**config.mk**
```make
export PLATFORM = sky130hd
export DESIGN_NAME = mod_counter_seq
export DESIGN_NICKNAME = d
export VERILOG_FILES = /design/src/rtl/cnt_pkg.sv /design/src/rtl/mod_counter_next.sv /design/src/rtl/mod_counter_seq.sv
export SDC_FILE = /design/constraint.sdc
export NUM_CORES = 1
export LEC_CHECK = 0
export ABC_AREA = 1
export BUFFER_PORTS_ARGS = -buffer_cell sky130_fd_sc_hd__buf_2
export CAP_MARGIN = 25
export CORE_MARGIN = 2
export CORE_UTILIZATION = 38
export CTS_CLUSTER_SIZE = 30
export DETAILED_ROUTE_END_ITERATION = 10
export GPL_ROUTABILITY_DRIVEN = 0
export SETUP_SLACK_MARGIN = 0.4
export SLEW_MARGIN = 0
export SYNTH_ARGS = -nofsm -noshare
export SYNTH_HDL_FRONTEND = slang
export SYNTH_SLANG_ARGS = --single-unit
```
**constraint.sdc**
```tcl
create_clock -name clk -period 4.3 [get_ports clk]
set_input_delay 0.86 -clock clk [delete_from_list [all_inputs] [get_ports clk]]
set_output_delay 0.86 -clock clk [all_outputs]
set_load 0.1 [all_outputs]
```
**src/rtl/cnt_pkg.sv**
```systemverilog
// Shared types and helpers for the modulo step counter.
package cnt_pkg;

  typedef enum logic {RUN = 1'b0, HALT = 1'b1} state_t;

  localparam logic DIR_UP   = 1'b1;
  localparam logic DIR_DOWN = 1'b0;
  localparam int   MAX_W    = 32;

  // A modulus of zero stands for the full 2^width range.
  function automatic logic [MAX_W:0] eff_mod(input logic [MAX_W-1:0] mod_val, input int width);
    logic [MAX_W:0] m;
    if (mod_val == {MAX_W{1'b0}}) begin
      m = {{MAX_W{1'b0}}, 1'b1} << width;
    end else begin
      m = {1'b0, mod_val};
    end
    return m;
  endfunction

endpackage

```
**src/rtl/mod_counter_next.sv**
```systemverilog
// Combinational next-count and terminal/wrap/out-of-range decode for mod_counter_seq.
module mod_counter_next
  import cnt_pkg::*;
#(
  parameter int WIDTH = 4
) (
  input  logic [WIDTH-1:0] count,
  input  logic [WIDTH:0]   m,
  input  logic             up_dn,
  output logic [WIDTH-1:0] next_count,
  output logic [WIDTH-1:0] terminal,
  output logic             at_terminal,
  output logic             wrap_evt,
  output logic             out_of_range
);

  logic [WIDTH-1:0] m_last_s;
  logic [WIDTH-1:0] one_s;

  assign m_last_s = WIDTH'(m - {{WIDTH{1'b0}}, 1'b1});
  assign one_s    = {{(WIDTH-1){1'b0}}, 1'b1};

  // Decode the step from the current count, modulus and direction.
  always_comb begin
    out_of_range = ({1'b0, count} >= m);
    terminal     = (up_dn == DIR_UP) ? m_last_s : {WIDTH{1'b0}};
    at_terminal  = !out_of_range && (count == terminal);
    next_count   = count;
    wrap_evt     = 1'b0;
    if (out_of_range) begin
      // A modulus lowered under the count forces a restart from zero.
      next_count = {WIDTH{1'b0}};
      wrap_evt   = 1'b1;
    end else if (up_dn == DIR_UP) begin
      if (count == m_last_s) begin
        next_count = {WIDTH{1'b0}};
        wrap_evt   = 1'b1;
      end else begin
        next_count = count + one_s;
        wrap_evt   = 1'b0;
      end
    end else if (up_dn == DIR_DOWN) begin
      if (count == {WIDTH{1'b0}}) begin
        next_count = m_last_s;
        wrap_evt   = 1'b1;
      end else begin
        next_count = count - one_s;
        wrap_evt   = 1'b0;
      end
    end else begin
      next_count = count;
      wrap_evt   = 1'b0;
    end
  end

endmodule

```
**src/rtl/mod_counter_seq.sv**
```systemverilog
// Programmable modulo up/down counter with one-shot halt, cascade tc, wrap pulse and done flag.
// Optional sticky range-error output enabled by defining MOD_COUNTER_ERR_EN.
module mod_counter_seq
  import cnt_pkg::*;
#(
  parameter int WIDTH     = 4,
  parameter int RESET_VAL = 0
) (
  input  logic             clk,
  input  logic             reset,
  input  logic             clr,
  input  logic             en,
  input  logic             up_dn,
  input  logic             oneshot,
  input  logic             load,
  input  logic [WIDTH-1:0] load_val,
  input  logic [WIDTH-1:0] mod_val,
  output logic [WIDTH-1:0] count,
  output logic             tc,
  output logic             wrap,
  output logic             done
`ifdef MOD_COUNTER_ERR_EN
  ,
  output logic             err
`endif
);

  localparam logic [WIDTH-1:0] RST_COUNT = WIDTH'(RESET_VAL);

  state_t           state_r;
  logic [WIDTH-1:0] count_r;
  logic             wrap_r;
  logic             done_r;

  logic [WIDTH:0]   m_s;
  logic [WIDTH-1:0] m_last_s;
  logic [WIDTH-1:0] next_s;
  logic [WIDTH-1:0] terminal_s;
  logic             at_terminal_s;
  logic             wrap_evt_s;
  logic             oor_s;
  logic             load_oor_s;
  logic [WIDTH-1:0] load_clamp_s;
  logic             step_s;

  assign m_s          = (WIDTH+1)'(eff_mod(MAX_W'(mod_val), WIDTH));
  assign m_last_s     = WIDTH'(m_s - {{WIDTH{1'b0}}, 1'b1});
  assign load_oor_s   = ({1'b0, load_val} >= m_s);
  assign load_clamp_s = load_oor_s ? m_last_s : load_val;
  assign step_s       = en && (state_r == RUN);

  mod_counter_next #(.WIDTH(WIDTH)) u_next (
    .count        (count_r),
    .m            (m_s),
    .up_dn        (up_dn),
    .next_count   (next_s),
    .terminal     (terminal_s),
    .at_terminal  (at_terminal_s),
    .wrap_evt     (wrap_evt_s),
    .out_of_range (oor_s)
  );

  // Count, wrap pulse, done flag and RUN/HALT state with reset > clr > load > en priority.
  always_ff @(posedge clk or posedge reset) begin
    if (reset) begin
      count_r <= RST_COUNT;
      wrap_r  <= 1'b0;
      done_r  <= 1'b0;
      state_r <= RUN;
    end else if (clr) begin
      count_r <= RST_COUNT;
      wrap_r  <= 1'b0;
      done_r  <= 1'b0;
      state_r <= RUN;
    end else if (load) begin
      count_r <= load_clamp_s;
      wrap_r  <= 1'b0;
      done_r  <= 1'b0;
      state_r <= RUN;
    end else if (step_s) begin
      if (oneshot) begin
        wrap_r <= 1'b0;
        if (at_terminal_s) begin
          // Already sitting on the terminal: stop here instead of wrapping.
          done_r  <= 1'b1;
          state_r <= HALT;
        end else begin
          count_r <= next_s;
          if (next_s == terminal_s) begin
            done_r  <= 1'b1;
            state_r <= HALT;
          end else begin
            state_r <= RUN;
          end
        end
      end else begin
        count_r <= next_s;
        wrap_r  <= wrap_evt_s;
      end
    end else begin
      wrap_r <= 1'b0;
    end
  end

`ifdef MOD_COUNTER_ERR_EN
  logic err_r;

  // Sticky record of any out-of-range load or step.
  always_ff @(posedge clk or posedge reset) begin
    if (reset) begin
      err_r <= 1'b0;
    end else if (clr) begin
      err_r <= 1'b0;
    end else if (load) begin
      err_r <= err_r | load_oor_s;
    end else if (step_s) begin
      err_r <= err_r | oor_s;
    end else begin
      err_r <= err_r;
    end
  end

  assign err = err_r;
`endif

  assign count = count_r;
  assign wrap  = wrap_r;
  assign done  = done_r;
  assign tc    = en && at_terminal_s && (state_r == RUN);

endmodule
```
======== After elaboration in Yosys (flattened, before gate mapping) ========
Cells that the tools add are included.
W data, S select, Z words.
cells by class
  $add $sub $neg .......................... 3
  $lt $le $gt $ge ......................... 2
  equality and inequality tests ........... 4
  mux-type cells .......................... 32
  bitwise operators ....................... 1
  reduce and logical (&&, ||, !) cells .... 13
operators by type and width
  cell                   number
  $mux W4                11
  $mux W1                20
  $eq A4 B4 Y1           3
  $ge A4 B5 Y1           2
  $logic_not A4 Y1       2
  $sub A4 B1 Y4 const B  2
  $reduce_bool A3 Y1     2
  $mux W5                1
  $add A4 B1 Y4 const B  1
  $logic_and A1 B1 Y1    4
  $ne A4 B4 Y1 const B   1
  $reduce_and A2 Y1      2
  $reduce_bool A4 Y1     1
  $reduce_and A3 Y1      1
  $logic_not A1 Y1       1
  $not A1 Y1             1
word-level totals
  register bits after elaboration ......... 7
  input port bits ......................... 15
  logic and storage cells ................. 59

======== Logic depth before layout (Yosys ltp) ========
Gate-level depths: netlist of the first run.
  depth in word-level cells ............... 14
  depth in mapped cells ................... 19

======== Modules after synthesis ========
From an unflattened synthesis of the first run, not the netlist that was laid out.
unflattened totals
  cells, all modules ...................... 212
  area total of the unflattened synthesis .. 1,263.7 µm²
by module, submodules not included
  module            times used  cells each  area an instance (µm²)  sequential area each (µm²)
  mod_counter_seq   1           100         656.9                   175.2
  mod_counter_next  1           112         606.8                   0.0

======== Worst setup path before layout of the first run ========
OpenSTA, ideal clock, no wires.
  path kind ............................... input to output
  start point ............................. in mod_val[0]
  end point ............................... out tc
  data arrival time ....................... 3.538 ns
  required time ........................... 3.440 ns
  slack ................................... -0.098 ns
  stages .................................. 13
  buffers on the path ..................... 0
  cell sequence ........................... inv_1 ha_1 nand3_4 nand2_2 inv_1 ha_1 nand2_1 inv_1 nand4_1 nand2_1 nor3_2 nand2_1 nor2_1
between the ends
  longest elaborated chain between the ends .. 8
  elaborated cells between the ends (all ways) .. 10
  those cells by class .................... 1 x add/sub; 1 x order compare; 1 x eq/ne; 2 x mux; 5 x reduce/logical
ends and longest elaborated chain
  what                                   line                    source
  start: declaration                     mod_counter_seq.sv:17   input logic [WIDTH-1:0] mod_val,
  $logic_not A4 Y1                       cnt_pkg.sv:13           if (mod_val == {MAX_W{1'b0}}) begin
  $mux W5 (*)                            cnt_pkg.sv:13
  $sub A4 B1 Y4                          mod_counter_next.sv:20  assign m_last_s = WIDTH'(m - {{WIDTH{1'b0}}, 1'b1});
  $mux W4                                mod_counter_next.sv:26  terminal = (up_dn == DIR_UP) ? m_last_s : {WIDTH{1'b0}};
  $eq A4 B4 Y1                           mod_counter_next.sv:27  at_terminal = !out_of_range && (count == terminal);
  $logic_and A1 B1 Y1 (*)                mod_counter_next.sv:27
  $logic_and A1 B1 Y1 (*) (2 in series)  mod_counter_seq.sv:129  assign tc = en && at_terminal_s && (state_r == RUN);
  end: declaration                       mod_counter_seq.sv:19   output logic tc,
Mark *: on every way between the ends. The rest lies on a longest branch, timed or not.

======== Worst setup path in the final report of the first run ========
Same ends and word-level chain as after synthesis.

==> metrics.cfg, run 1 <==
[yosys]
synth_area_sq_um = 1180
synthMuxAreaShare_pct = 0
avgSynthCellArea_sq_um = 5.80
synth_common_cells = 67 x nand2_1, 30 x inv_1, 23 x nand3_1
ys_ff_latch = 7
yosys.area_share.simple_pct = 48.9
synthArstFlopShare_pct = 100
synth_area_leaders = nand2_1 21%, dfrtp_1 15%, ha_1 13%, nand3_1 9.7%, inv_1 9.5%
syn_nets = 231
synth_top_area_share_pct = 21.2
synth_compound_area_share_pct = 9.41
seq_area_frac_synth_pct = 14.8
yosysTopAreaCell = nand2_1
synth_top_family_by_area = simple AND/OR/NAND/NOR gates
yosys.cell_types.count = 25
synthCells = 204
yosysMostFrequentCell = nand2_1
synthXorXnorAreaFrac_pct = 2.22
synth_flop_cell = dfrtp_1
synth_edf_count = 0
yosysWarnings = 0
synth-adder-area-share_pct = 12.7

[clocking]
cts_tree = yes
clkTransAtPathRegs_ns = 0.05
ctsLongestPathBuffers = 2
cts_htree_levels = 1
clock-root-buffer = clkbuf_4
cts_buffers = 3
clock_latency_ns = 0.24
cts_hold_buf = 0
cts_sinks = 7

[grt]
track_usage_pct = 19.0
grt_pass1_vias = 1237
overflow = 0
antenna_found_initial = 0
grt_pass1_wl_mm = 5.34
grt_start_max_net_pins = 12

[timing]
slew_viol_final = 0
tightestPinTransition_ns = 0.489
tns_ns = 0
finalHoldViolCount = 0
fmax_mhz = 269
fin_skew_ns = 0.00347
min_period_ns = 3.72
rsz0062_at_grt = no
fin_crit_sh_pct = 86.5
finalSetupViolCount = 0
max-slew-margin-rel_pct = 67.6
finalWorstSetupSlack_ns = 0.579

[floorplanning]
coreArea_sq_um = 3000
die_h_um = 59.8
ios = 22
start_util_pct = 39.4
num_rows = 20
die_w_um = 59.8
die-area_sq_um = 3580

[setup_path]
critical_path.max_stage_delay_ns = 0.29
path_common_cell = inv_1
arrival_ns = 2.86
regToRegSetupSlack_ns = 2.03
cp_max_fo = 9
cp.required_ns = 3.44
timing.rr.end = state_r
start_kind = input pin
critPathKind = in -> out
reg2reg_depth = 16
worstReg2RegStart = count[0]
crit_chain = buf_2 > inv_1 > ha_4 > nand3_4 > nand2_2 > inv_1 > ha_1 > nand2_1 > inv_1 > nand4_1 > nand2_2 > nor3_2 > nand2_1 > nor2_4 > buf_12
slowest_stage = ha_1
endpoint_kind = output pin

[placement]
place_area_sq_um = 1340
io_buffers = 21
dp_slack_ns = 0.299
dpl.hpwl_mm = 2.57
dp.cells = 257

[job]
drv_cap = 0

[detailed_routing]
drtPass1Iterations = 4
drc = 0
wl_mm = 3.06
drtIter0Drc = 30
drtAntennaViolNets = 0
wl_per_cell_um = 11.7
viasPerCell = 5.04
num_vias = 1320

[power_and_ir_drop]
pwr-share-comb_pct = 68.8
sequentialPowerShare_pct = 19.1
power_density_nw_per_um2 = 331
p_sw_share_pct = 55.2
p_sw_uw = 256
p_clk_share_pct = 12.1
intPower_uw = 207
p_leak_nw = 0.807
vdd_drop_max_v = 0.000222

[final_layout]
synthToLayoutAreaGrowth_pct = 18.2
fillers = 340
final_cells = 262
antenna_cells = 0
final_util_pct = 46.6
final_area_sq_um = 1400
fin_nets = 257
final_layout_size_suffix_gt1_share_pct = 19.7

[min_path]
hp-class = in -> async

[status]
outcome = complete, no violations

[area by class of cell]
class	instances	area, sq um	share of cell area [%]
Multi-Input combinational cell	160	890	63.6
Sequential cell	7	175	12.5
Timing Repair Buffer	23	135	9.66
Inverter	35	131	9.39
Tap cell	33	41.3	2.95
Clock buffer	4	26.3	1.88
[worst max-delay path: cells and delay by family]
kind / cells / cell delay (ns)
buffers and inverters: 5 / 0.56
adder cells (fa/ha/maj): 2 / 0.46
AND/OR/NAND/NOR: 8 / 0.98
[layer usage]
layer  vias to the layer above  GRT usage (%)  wire, um  part of all wire (%)
met5                         -              0         0                     0
met1                       588           27.6      1540                    50
met2                        24           30.6      1410                    46
li1                        706              -         -                     -
met4                         0           4.44        22                  0.72
met3                         2           1.30        94                   3.1
[cells in the final DEF (no fill, tap or decap), drive strengths merged]
cell type and count:
nand2 70, inv 34, nand3 26, buf 23, nor2 22, ha 12
a21oi 7, dfrtp 7, o21ai 6, nand4 4, o211ai 4, clkbuf 4
xor2 3, nor3 2, o31ai 1, nand3b 1, clkinv 1, or3 1
a2111oi 1
[kinds of logic after synthesis]
logic type | count (synthesis)
flip-flops | 7
AO/OA/AOI/OAI | 19
AND/OR/NAND/NOR | 126
XOR/XNOR | 3
buffers and inverters | 37
adder cells (fa/ha/maj) | 12
[power by group through the flow]
| stage | clock network, mW | registers (mW) | logic [mW] |
|---|---|---|---|
| 2_1_floorplan | 0 | 0.134 | 0.199 |
| 3_3_place_gp | 0 | 0.0902 | 0.311 |
| 3_5_place_dp | 0 | 0.0898 | 0.309 |
| 4_1_cts | 0.0590 | 0.0887 | 0.311 |
| 5_1_grt | 0.0641 | 0.0907 | 0.360 |
| 6_report | 0.0561 | 0.0885 | 0.318 |
[flip-flops by register name, summed over array words and instances, names as in the netlist]
| name | cells |
|---|---|
| count | 4 |
| done | 1 |
| state_r | 1 |
| wrap | 1 |
[worst max-delay path by stage]
| stage | startpoint | end | slack [ns] | cells after the start |
|---|---|---|---|---|
| floorplan | mod_val[0] | tc | 0.64 | 13 |
| detailed placement | mod_val[0] | tc | 0.30 | 15 |
| global route | mod_val[0] | tc | 0.40 | 15 |
| finish | mod_val[0] | tc | 0.58 | 15 |
| CTS | mod_val[0] | tc | 0.42 | 15 |
| global placement | mod_val[1] | tc | 0.34 | 15 |
[metrics by stage]
stage | power (mW) | hold WS, ns
floorplan | 0.333 | 0.495
global placement | 0.401 | 0.507
detailed placement | 0.398 | 0.515
CTS | 0.459 | 0.533
global route | 0.515 | 0.545
finish | 0.463 | 0.529
[timing repair]
item                                   CTS  global route
buffers inserted                         0             1
endpoints found under the hold margin    0             0
setup endpoints to repair                1             1
gates resized for setup                  1             6
cloned                                   0             0
Note: power is estimated with default switching activity, not from simulation.
==> inputs of run 2 (changes only) <==
--- a/config.mk
+++ b/config.mk
@@ -6,7 +6,7 @@
 export NUM_CORES = 1
 export LEC_CHECK = 0
 export ABC_AREA = 1
-export BUFFER_PORTS_ARGS = -buffer_cell sky130_fd_sc_hd__buf_2
+export BUFFER_PORTS_ARGS = -buffer_cell sky130_fd_sc_hd__clkbuf_2
 export CAP_MARGIN = 25
 export CORE_MARGIN = 2
 export CORE_UTILIZATION = 38
==> constraint.sdc (replaced) <==
create_clock -name clk -period 4.3 [get_ports clk]
set_input_delay 0.86 -clock clk [delete_from_list [all_inputs] [get_ports clk]]
set_output_delay 0.86 -clock clk [all_outputs]
set_load 0.05 [all_outputs]
==> run 2 against run 1 <==
Effect of this change: combinational power is 15% lower; critical path depth unchanged; clock skew rose by 0.0032 ns; largest power group unchanged.
==> metrics.cfg, run 2 (synthesis gave the netlist of run 1 again) <==
[status]
outcome = complete, no violations

[timing]
fin_skew_ns = 0.00667
rsz0062_at_grt = no
slew_viol_final = 0
tns_ns = 0
max-slew-margin-rel_pct = 68.9
fmax_mhz = 271
finalHoldViolCount = 0
finalSetupViolCount = 0
min_period_ns = 3.69
fin_crit_sh_pct = 85.8
tightestPinTransition_ns = 0.463

[floorplanning]
die_w_um = 59.8
die-area_sq_um = 3580
die_h_um = 59.8
start_util_pct = 39.4
coreArea_sq_um = 3000
num_rows = 20
ios = 22

[setup_path]
reg2reg_depth = 16
worstReg2RegStart = count[2]
endpoint_kind = output pin
critical_path.max_stage_delay_ns = 0.28
critPathKind = in -> out
slowest_stage = ha_1
crit_chain = clkbuf_2 > inv_1 > ha_2 > nand3_4 > nand2_2 > inv_1 > ha_1 > nand2_1 > inv_1 > nand4_1 > nand2_1 > nor3_2 > nand2_1 > nor2_1 > buf_6
cp_max_fo = 9
start_kind = input pin
crit_family = simple AND/OR/NAND/NOR gates
cp.required_ns = 3.44
arrival_ns = 2.83
worstPathBufferInverterCount = 5
timing.rr.end = state_r
regToRegSetupSlack_ns = 2.03

[clocking]
cts_htree_levels = 1
postCtsSetupBuffers = 0
cts_tree = yes
post_cts_resize_count = 0
clock_latency_ns = 0.25
cts_buffers = 3
cts_sinks = 7
cts_hold_buf = 0
clkTransAtPathRegs_ns = 0.05
clock-root-buffer = clkbuf_4
ctsLongestPathBuffers = 2

[power_and_ir_drop]
vdd_drop_max_v = 0.000179
intPower_uw = 200
p_clk_share_pct = 13.9
pwr-share-comb_pct = 63.9
p_sw_uw = 221
p_leak_nw = 0.794
design_power_total_uw = 421
sequentialPowerShare_pct = 22.1
p_sw_share_pct = 52.5
power_density_nw_per_um2 = 311

[final_layout]
fin_nets = 255
fillers = 336
final_cell_mix = 67 x nand2_1, 30 x inv_1, 23 x nand3_1
multiInputGateArea_sq_um = 870
antenna_cells = 0
layout_commonest_cell = nand2_1
synthToLayoutAreaGrowth_pct = 14.5
final_layout_size_suffix_gt1_share_pct = 18.1
ff_latch_area_sq_um = 175
largest_reg_flops = 4
final_area_sq_um = 1360

[grt]
grt_use_met1_pct = 28.5
grt_util_met2_pct = 30.7
overflow = 0
track_usage_pct = 19.6
grt_pass1_vias = 1157
grt_pass1_wl_mm = 5.33
grt_busiest_layer = met2
antenna_found_initial = 0
grt_util_met3_pct = 1.52
grt_start_max_net_pins = 12

[placement]
dpl.hpwl_mm = 2.52
io_buffers = 21
place_area_sq_um = 1320

[detailed_routing]
drtPass1Iterations = 4
wl_per_cell_um = 11.7
drtAntennaViolNets = 0
drc = 0
wl_mm = 3.03
drtIter0Drc = 50
num_vias = 1315
viasPerCell = 5.06

[job]
drv_cap = 0

[min_path]
hp-class = in -> async

==> run 2: per-layer routing <==
layer | up-vias | share of wire, %
met2 | 17 | 49
met3 | 0 | 2.5
met4 | 0 | 0
met1 | 594 | 49
li1 | 704 | -
met5 | - | 0
==> run 2: layout make-up <==
class	count	area share, %
well taps	33	3.05
repair buffers	21	8.22
flip-flops and latches	7	12.9
multi-input cells	160	64.2
clock buffers	4	1.94
inverters	35	9.70
==> run 2: power groups by stage <==
stage	Clock [mW]	Sequential (mW)	Combinational [mW]
2_1_floorplan	0	0.107	0.193
3_3_place_gp	0	0.0947	0.269
3_5_place_dp	0	0.0944	0.266
4_1_cts	0.0612	0.0932	0.268
5_1_grt	0.0645	0.0952	0.308
6_report	0.0587	0.0932	0.269
==> run 2: metrics by stage <==
stage | util (%) | instances | hold slack, ns | setup slack, ns
after floorplan | - | 204 | 0.495 | 0.508
after global routing | 45.1 | 260 | 0.536 | 0.409
after detailed placement | 44.0 | 256 | 0.514 | 0.503
final | 45.1 | 260 | 0.507 | 0.609
after CTS | 44.8 | 260 | 0.510 | 0.491
after global placement | 44.0 | 256 | 0.511 | 0.541
==> run 2: worst max-delay path by stage <==
| stage | startpoint | end | slack (ns) | cells after the start |
|---|---|---|---|---|
| 2_1_floorplan | mod_val[0] | tc | 0.51 | 13 |
| 3_3_place_gp | mod_val[1] | tc | 0.54 | 15 |
| 3_5_place_dp | mod_val[0] | tc | 0.50 | 15 |
| 4_1_cts | mod_val[0] | tc | 0.49 | 15 |
| 5_1_grt | mod_val[0] | tc | 0.41 | 15 |
| 6_report | mod_val[0] | tc | 0.61 | 15 |
==> inputs of run 3 (changes only) <==
--- a/config.mk
+++ b/config.mk
@@ -8,11 +8,14 @@
 export ABC_AREA = 1
 export BUFFER_PORTS_ARGS = -buffer_cell sky130_fd_sc_hd__clkbuf_2
 export CAP_MARGIN = 25
+export CELL_PAD_IN_SITES_DETAIL_PLACEMENT = 2
+export CELL_PAD_IN_SITES_GLOBAL_PLACEMENT = 2
 export CORE_MARGIN = 2
-export CORE_UTILIZATION = 38
+export CORE_UTILIZATION = 30
 export CTS_CLUSTER_SIZE = 30
 export DETAILED_ROUTE_END_ITERATION = 10
 export GPL_ROUTABILITY_DRIVEN = 0
+export PLACE_DENSITY_LB_ADDON = 0.1
 export SETUP_SLACK_MARGIN = 0.4
 export SLEW_MARGIN = 0
 export SYNTH_ARGS = -nofsm -noshare
==> run 3 against run 2 <==
Effect of this change: global-route usage rose by 2.4 points; critical path depth did not move; final cell count rose by 6.2%; critical endpoint unchanged; largest power group unchanged.
==> metrics.cfg, run 3 (synthesis gave the netlist of run 1 again) <==
[final_layout]
final_cell_mix = 66 x nand2_1, 30 x inv_1, 23 x nand3_1
ff_latch_area_sq_um = 175
multiInputGateArea_sq_um = 888
fin_nets = 256
layout_commonest_cell = nand2_1
final_layout_size_suffix_gt1_share_pct = 18.9
antenna_cells = 0
largest_reg_flops = 4
final_cells = 276
synthToLayoutAreaGrowth_pct = 19.9
fillers = 487
final_util_pct = 38.2

[placement]
io_buffers = 21
dp.cells = 271
dpl.hpwl_mm = 3.74

[detailed_routing]
wl_mm = 4.43
drtIter0Drc = 49
viasPerCell = 5.14
wl_per_cell_um = 16.1
drtAntennaViolNets = 0
drc = 0
num_vias = 1419
drtPass1Iterations = 4

[setup_path]
cp_max_fo = 9
slowest_stage = ha_1
endpoint_kind = output pin
critPathKind = in -> out
start_kind = input pin
critical_path.max_stage_delay_ns = 0.31
path_common_cell = inv_1
cp.required_ns = 3.44
reg2reg_depth = 16
crit_chain = clkbuf_2 > inv_1 > ha_4 > nand3_4 > nand2_2 > inv_1 > ha_1 > nand2_1 > inv_1 > nand4_1 > nand2_2 > nor3_4 > nand2_1 > nor2_1 > buf_6
arrival_ns = 2.93

[grt]
grt_start_max_net_pins = 12
overflow = 0
track_usage_pct = 22.0
grt_pass1_vias = 1581
grt_pass1_wl_mm = 7.49
antenna_found_initial = 0

[clocking]
clock_latency_ns = 0.23
ctsLongestPathBuffers = 2
cts_hold_buf = 0
cts_htree_levels = 1
cts_tree = yes
cts_sinks = 7
clock-root-buffer = clkbuf_8
clkTransAtPathRegs_ns = 0.04
cts_buffers = 3

[status]
outcome = complete, no violations

[min_path]
hp-class = in -> async

[timing]
max-slew-margin-rel_pct = 69.8
min_period_ns = 3.79
finalHoldViolCount = 0
fin_skew_ns = 0.00225
rsz0062_at_grt = no
slew_viol_final = 0
tns_ns = 0
finalSetupViolCount = 0
fin_crit_sh_pct = 88.1
tightestPinTransition_ns = 0.453
fmax_mhz = 264

[power_and_ir_drop]
design_power_total_uw = 487
pwr-share-comb_pct = 61.6
intPower_uw = 234
sequentialPowerShare_pct = 19.4
p_sw_share_pct = 52.0
vdd_drop_max_v = 0.000216
p_clk_share_pct = 19.0
p_leak_nw = 0.807
p_sw_uw = 253
power_density_nw_per_um2 = 343

[floorplanning]
start_util_pct = 31.9
num_rows = 22
die_w_um = 66.8
ios = 22
die_h_um = 66.8
coreArea_sq_um = 3720
die-area_sq_um = 4460

[job]
drv_cap = 0

## run 3: path summary, 6_finish.rpt
kind / endpoint / from / slack [ns]
worst min register to register: done / done / 0.54
worst max-delay path: tc / mod_val[0] / 0.51
worst min-delay path: count[1] / reset / 0.54
min in group clk: done / done / 0.54
worst max register to register: state_r / count[2] / 1.79
max in group asynchronous: wrap / reset / 3.53
## run 3: area by class of cell
cell class	instances	area share, %
Tap cell	48	4.23
Sequential cell	7	12.3
Clock buffer	4	3.17
Multi-Input combinational cell	160	62.6
Inverter	35	9.26
Timing Repair Buffer	22	8.38
## run 3: routing by layer
layer	vias up	GRT usage (%)	wire [um]
li1	703	-	-
met1	682	29.2	2100
met2	26	38.6	2140
met3	8	1.18	118
met4	0	5.36	73
met5	-	0	0
## run 3: metrics by stage
step	hold WS (ns)	setup slack [ns]	instance area (sq um)
final	0.538	0.512	1420
after global placement	0.511	0.526	1340
after floorplan	0.495	0.508	1180
after CTS	0.539	0.407	1390
after global routing	0.572	0.346	1420
after detailed placement	0.525	0.369	1340
## run 3: power groups by stage
stage                     combinational (mW)  clock [mW]  sequential, mW
final                                  0.300      0.0926          0.0943
after global routing                   0.340      0.0995          0.0965
after CTS                              0.293      0.0962          0.0946
after detailed placement               0.290           0          0.0953
after global placement                 0.278           0          0.0954
after floorplan                        0.193           0           0.107
## run 3: repair_timing
action / in CTS / in global routing
gates resized for setup: 1 / 6
setup endpoints to repair: 1 / 1
buffers inserted: 0 / 1
gates cloned: 0 / 0
pin swaps: 0 / 0
## run 3: critical path: cells and delay by family
family	cells	cell delay (ns)
adders and majority gates	2	0.49
and+or+nand+nor	8	1.00
buffers and inverters	5	0.56
